**src/rtl/bk_subtractor_pipe_pkg.sv**
```systemverilog
// Shared types and sizing for the Brent-Kung subtractor pipeline.
package bk_pkg;

  localparam int BK_WIDTH  = 16;
  localparam int BK_LEVELS = $clog2(BK_WIDTH);

  typedef struct packed {
    logic g;
    logic p;
  } gp_t;

endpackage

```
**src/rtl/bk_subtractor_pipe_gp_cell.sv**
```systemverilog
// Group generate/propagate combine cell; tie lo.p to 0 for the carry-apply form.
module bk_gp_cell
  import bk_pkg::*;
(
  input  gp_t hi,
  input  gp_t lo,
  output gp_t gp
);

  assign gp.g = hi.g | (hi.p & lo.g);
  assign gp.p = hi.p & lo.p;

endmodule

```
**src/rtl/bk_subtractor_pipe.sv**
```systemverilog
// Two-stage Brent-Kung subtractor (a - b - bin) with valid/ready on both sides.
module bk_subtractor_pipe
  import bk_pkg::*;
#(
  parameter int WIDTH = BK_WIDTH
) (
  input  logic             clk,
  input  logic             rst,
  input  logic             in_valid,
  output logic             in_ready,
  input  logic [WIDTH-1:0] a,
  input  logic [WIDTH-1:0] b,
  input  logic             bin,
  output logic             out_valid,
  input  logic             out_ready,
  output logic [WIDTH-1:0] diff,
  output logic             bout,
  output logic             zero,
  output logic             ovf
);

  localparam int LEVELS = $clog2(WIDTH);

  logic s1_valid, s2_valid, s1_adv, s2_adv;

  assign s2_adv    = !s2_valid || out_ready;
  assign s1_adv    = !s1_valid || s2_adv;
  assign in_ready  = s1_adv;
  assign out_valid = s2_valid;

  // Stage 1: bit terms, carry-in folded into bit 0, pair and quad groups.
  logic             cin;
  logic [WIDTH-1:0] bit_p, bit_g;
  gp_t              s1_l0 [WIDTH];
  gp_t              s1_l1 [WIDTH];
  gp_t              s1_l2 [WIDTH];

  assign cin   = ~bin;
  assign bit_p = a ^ ~b;
  assign bit_g = a & ~b;

  genvar gi, gj;
  for (gi = 0; gi < WIDTH; gi++) begin : g_s1
    if (gi == 0) begin : g_leaf0
      assign s1_l0[gi] = {bit_g[0] | (bit_p[0] & cin), bit_p[0]};
    end else begin : g_leaf
      assign s1_l0[gi] = {bit_g[gi], bit_p[gi]};
    end
    if (gi % 2 == 1) begin : g_pair
      bk_gp_cell u_cell (.hi(s1_l0[gi]), .lo(s1_l0[gi-1]), .gp(s1_l1[gi]));
    end else begin : g_pair_pass
      assign s1_l1[gi] = s1_l0[gi];
    end
    if (gi % 4 == 3) begin : g_quad
      bk_gp_cell u_cell (.hi(s1_l1[gi]), .lo(s1_l1[gi-2]), .gp(s1_l2[gi]));
    end else begin : g_quad_pass
      assign s1_l2[gi] = s1_l1[gi];
    end
  end

  logic [WIDTH-1:0] s1_p;
  gp_t              s1_grp [WIDTH];
  logic             s1_cin, s1_a_msb, s1_b_msb;

  always_ff @(posedge clk) begin
    if (rst) begin
      s1_valid <= 1'b0;
    end else if (s1_adv) begin
      s1_valid <= in_valid;
      if (in_valid) begin
        s1_p     <= bit_p;
        s1_grp   <= s1_l2;
        s1_cin   <= cin;
        s1_a_msb <= a[WIDTH-1];
        s1_b_msb <= b[WIDTH-1];
      end
    end
  end

  // Stage 2 up-sweep: groups of 8, 16, ... ending at the top of each span.
  for (gi = 2; gi <= LEVELS; gi++) begin : g_up
    gp_t node [WIDTH];
    for (gj = 0; gj < WIDTH; gj++) begin : g_col
      if (gi == 2) begin : g_src
        assign node[gj] = s1_grp[gj];
      end else if (gj % (1 << gi) == (1 << gi) - 1) begin : g_cell
        bk_gp_cell u_cell (
          .hi(g_up[gi-1].node[gj]),
          .lo(g_up[gi-1].node[gj - (1 << (gi - 1))]),
          .gp(node[gj])
        );
      end else begin : g_pass
        assign node[gj] = g_up[gi-1].node[gj];
      end
    end
  end

  // Down-sweep: each mid-span column picks up the finished prefix below it.
  for (gi = 0; gi < LEVELS - 1; gi++) begin : g_dn
    localparam int LVL  = LEVELS - 1 - gi;
    localparam int STEP = 1 << (LVL - 1);
    localparam int SPAN = 1 << LVL;
    gp_t src  [WIDTH];
    gp_t node [WIDTH];
    if (gi == 0) begin : g_first
      assign src = g_up[LEVELS].node;
    end else begin : g_next
      assign src = g_dn[gi-1].node;
    end
    for (gj = 0; gj < WIDTH; gj++) begin : g_col
      if ((gj % SPAN) == STEP - 1 && gj >= SPAN) begin : g_cell
        gp_t lo_carry;
        assign lo_carry = {src[gj-STEP].g, 1'b0};
        bk_gp_cell u_cell (.hi(src[gj]), .lo(lo_carry), .gp(node[gj]));
      end else begin : g_pass
        assign node[gj] = src[gj];
      end
    end
  end

  gp_t              fin [WIDTH];
  logic [WIDTH-1:0] carry, fin_p, diff_next;
  logic             bout_next, zero_next, ovf_next, unused_p;

  assign fin = g_dn[LEVELS-2].node;

  for (gi = 0; gi < WIDTH; gi++) begin : g_carry
    assign fin_p[gi] = fin[gi].p;
    if (gi == 0) begin : g_c0
      assign carry[gi] = s1_cin;
    end else begin : g_ci
      assign carry[gi] = fin[gi-1].g;
    end
  end

  // Prefix propagate terms are not needed once every carry includes carry-in.
  assign unused_p  = ^fin_p;
  assign diff_next = s1_p ^ carry;
  assign bout_next = ~fin[WIDTH-1].g;
  assign zero_next = (diff_next == '0);
  assign ovf_next  = (s1_a_msb != s1_b_msb) && (diff_next[WIDTH-1] != s1_a_msb);

  always_ff @(posedge clk) begin
    if (rst) begin
      s2_valid <= 1'b0;
      diff     <= '0;
      bout     <= 1'b0;
      zero     <= 1'b0;
      ovf      <= 1'b0;
    end else if (s2_adv) begin
      s2_valid <= s1_valid;
      if (s1_valid) begin
        diff <= diff_next;
        bout <= bout_next;
        zero <= zero_next;
        ovf  <= ovf_next;
      end
    end
  end

endmodule

```
**config.mk**
```make
export PLATFORM = sky130hd
export DESIGN_NAME = bk_subtractor_pipe
export DESIGN_NICKNAME = d
export VERILOG_FILES = /design/src/rtl/bk_subtractor_pipe_pkg.sv /design/src/rtl/bk_subtractor_pipe_gp_cell.sv /design/src/rtl/bk_subtractor_pipe.sv
export SDC_FILE = /design/constraint.sdc
export NUM_CORES = 1
export LEC_CHECK = 0
export ABC_AREA = 1
export CAP_MARGIN = 20
export CELL_PAD_IN_SITES_DETAIL_PLACEMENT = 2
export CELL_PAD_IN_SITES_GLOBAL_PLACEMENT = 2
export CORE_MARGIN = 3
export CORE_UTILIZATION = 42
export CTS_CLUSTER_DIAMETER = 200
export DETAILED_ROUTE_END_ITERATION = 10
export DONT_BUFFER_PORTS = 1
export GPL_TIMING_DRIVEN = 0
export PLACE_DENSITY_LB_ADDON = 0.1
export SLEW_MARGIN = 20
export SYNTH_ARGS = -nofsm -noshare
export SYNTH_HDL_FRONTEND = slang
export SYNTH_SLANG_ARGS = --single-unit
```
**constraint.sdc**
```tcl
create_clock -name clk -period 6.31 [get_ports clk]
set_input_delay 1.262 -clock clk [delete_from_list [all_inputs] [get_ports clk]]
set_output_delay 1.262 -clock clk [all_outputs]
set_load 0.01 [all_outputs]
```
==> results.md <==
- Status: finished clean
- Vias post-DR: 1867
- Crit share post-route: 0.442
- Mapped Cells: 266
- R2r endpoint: zero
- Syn Area/Cell: 10.4 um^2
- Skew-Pair Late Insertion Delay: 0.34 ns
- VDD IR-drop max: 0.151 mV
- Area of the core: 6130 um^2
- Final net count: 338
- Worst Hold Launch: s1_valid
- DRC viols: 0
- Max Buffers Root-to-Sink: 2
- Vias in the first global route: 2075
- Initial antenna violation count: 0
- Multi-input logic area: 921 um^2
- Reg clk slew, reported paths: 0.06 ns
- Crit. path cell count: 2
- Clk sinks: 62
- Commonest cells after routing, fill and taps aside: nor2_1, inv_1, edfxtp_1
- Setup ws final: 3.52 ns
- Delay-heaviest family, CP: simple AND/OR/NAND/NOR gates
- Post-cts sizing count: 0
- Die area: 7580 um^2
- Crit end category: primary output
- Cell Pwr Density: 295 nW/um^2
- Setup Buffers After CTS: 0
- Min-Delay Endpoint: out_valid
- Layout cell share with drive strength beyond 1: 0.0848
- DR pass1 iterations: 4
- GPL Wtd Cong: 0.710
- Type of origin of the critical path: primary input
- Place WS: 3.50 ns
- Final Hold Fails: 0
- Max Fclk: 359 MHz
- Global Route Usage Sum: 0.184
- Crit-path slowest cell: nand3_1
- Slew margin rel.: 0.677
- Setup CP Type: primary input to primary output
- DR vias/cell: 5.22
- Clock Skew: 0.00859 ns
- Antenna-violating nets left: 0
- I/O pins: 58
- Worst-Margin Slew: 0.484 ns
- Die H: 87.1 um
- Die span in x: 87.1 um
- Cts hold-fix bufs: 0
- Synth Cell Area: 2760 um^2
- Worst r2r path cells: 12
- Hold/Removal Path Class: flop to flop
- Static Leak: 0.00140 uW
- Cts bufs inserted: 9
- Register area share after synthesis: 0.598
- GR Overflow Total: 0
- CP Buf/Inv Count: 1
- Arr. time, crit path: 1.52 ns
- Post-DP HPWL: 4720 um
- Port Buf Inserts: 0
- H-tree Lvls: 3
- Root Driver: clkbuf_8
- Max FO, Critical Path: 3
- Synthesized net count: 326
- Worst r2r src: carry[4]
- Starting DRT DRC Count: 56
- Seq. cell area: 1650 um^2
- Flop2flop setup slack: 4.01 ns
- Clock period minus worst slack: 2.79 ns
- YS warnings: 0
- Worst hold path cell count: 2
- Worst path max stage delay: 0.18 ns
- WL final: 6170 um
- First-pass GRT wire length: 10200 um
- Final setup violation count: 0
- Setup TNS: 0 ns
- Antenna fix cells: 0
- CTS tree: built
- Largest net degree at the start of global routing: 23
- Synth cell types: 21
- RSZ-0062 raised after global routing: false
- Worst EP required: 5.05 ns
- Drt wl/cell: 17.2 um
- Register bit total from synthesis: 62
- Cell Chain, Critical Path: inv_1, nand3_1
- Max-slew violations: 0
- # fillers: 661
- Synthesis-to-finish area growth: 11.6%
- Maxcap violations: 0
- Most common cell after layout, fill and taps aside: nor2_1
- Initial Util: 0.450
- Row count: 28
## where the power goes
group          leakage (uW)  internal, uW  switching, uW
clock              0.000103           197            143
sequential         0.000559           463           17.5
combinational      0.000741          33.4           55.9
total               0.00140           693            217
## metrics by stage
stage	area (um^2)	std cells	total power, uW	hold slack [ns]	utilization
2_1_floorplan	2760	266	547	0.463	-
3_3_place_gp	2860	341	569	0.476	0.466
3_5_place_dp	2880	342	580	0.485	0.470
4_1_cts	3080	358	925	0.497	0.503
5_1_grt	3080	358	956	0.543	0.503
6_report	3080	358	909	0.500	0.503
## state kept, by name, summed over array words and instances (netlist names)
name / count
bout: 1
carry: 3
diff: 16
g_dn.node: 13
g_dn.src: 2
g_up.node: 4
out_valid: 1
ovf: 1
s1_a_msb: 1
s1_b_msb: 1
s1_cin: 1
s1_p: 16
s1_valid: 1
zero: 1
## metal layers
metal  part of all wire  wire, um  track usage  vias to the layer above
met5                  0         0            0                        -
met4              0.015        92       0.0722                        0
met3              0.057       351       0.0662                        9
met2               0.54      3330        0.331                       42
met1               0.39      2400        0.194                      913
li1                   -         -            -                      903
## how the worst max path moves through the flow
stage | start | endpoint | slack (ns)
global placement | rst | s1_p[8] | 2.95
detailed placement | rst | g_dn[0].src[8] | 3.50
finish | out_ready | in_ready | 3.52
CTS | out_ready | in_ready | 3.52
floorplan | rst | carry[1] | 3.44
global route | out_ready | in_ready | 3.49
## cells in the mapped netlist
cell / n / share of area
a21o_1: 9 / 0.024
a21oi_1: 15 / 0.027
a21oi_2: 2 / 0.0063
buf_4: 1 / 0.0027
buf_6: 1 / 0.0041
clkbuf_1: 1 / 0.0014
clkbuf_2: 1 / 0.0018
dfxtp_1: 21 / 0.15
edfxtp_1: 41 / 0.45
ha_1: 23 / 0.10
inv_1: 42 / 0.057
inv_2: 1 / 0.0014
nand2_1: 27 / 0.037
nand3_1: 9 / 0.016
nand3_2: 1 / 0.0036
nor2_1: 44 / 0.060
nor3_1: 2 / 0.0036
o21ai_0: 20 / 0.036
or2_2: 1 / 0.0023
xnor2_1: 1 / 0.0032
xor2_1: 3 / 0.0095
## cell families after synthesis
logic type | Yosys count | share of synthesized area
AOI/OAI and AO/OA | 46 | 0.0942
buffers and inverters | 47 | 0.0684
DFF | 62 | 0.598
and+or+nand+nor | 84 | 0.122
adders and majority gates | 23 | 0.104
xor gates and xnor gates | 4 | 0.0127
## final cells by class
class,instances,area share
Sequential cell,62,0.536
Buffer,4,0.00893
Tap cell,75,0.0304
Multi-Input combinational cell,157,0.299
Timing Repair Buffer,1,0.00893
Clock buffer,16,0.0649
Inverter,43,0.0524
Power figures use the tool's default switching activity.
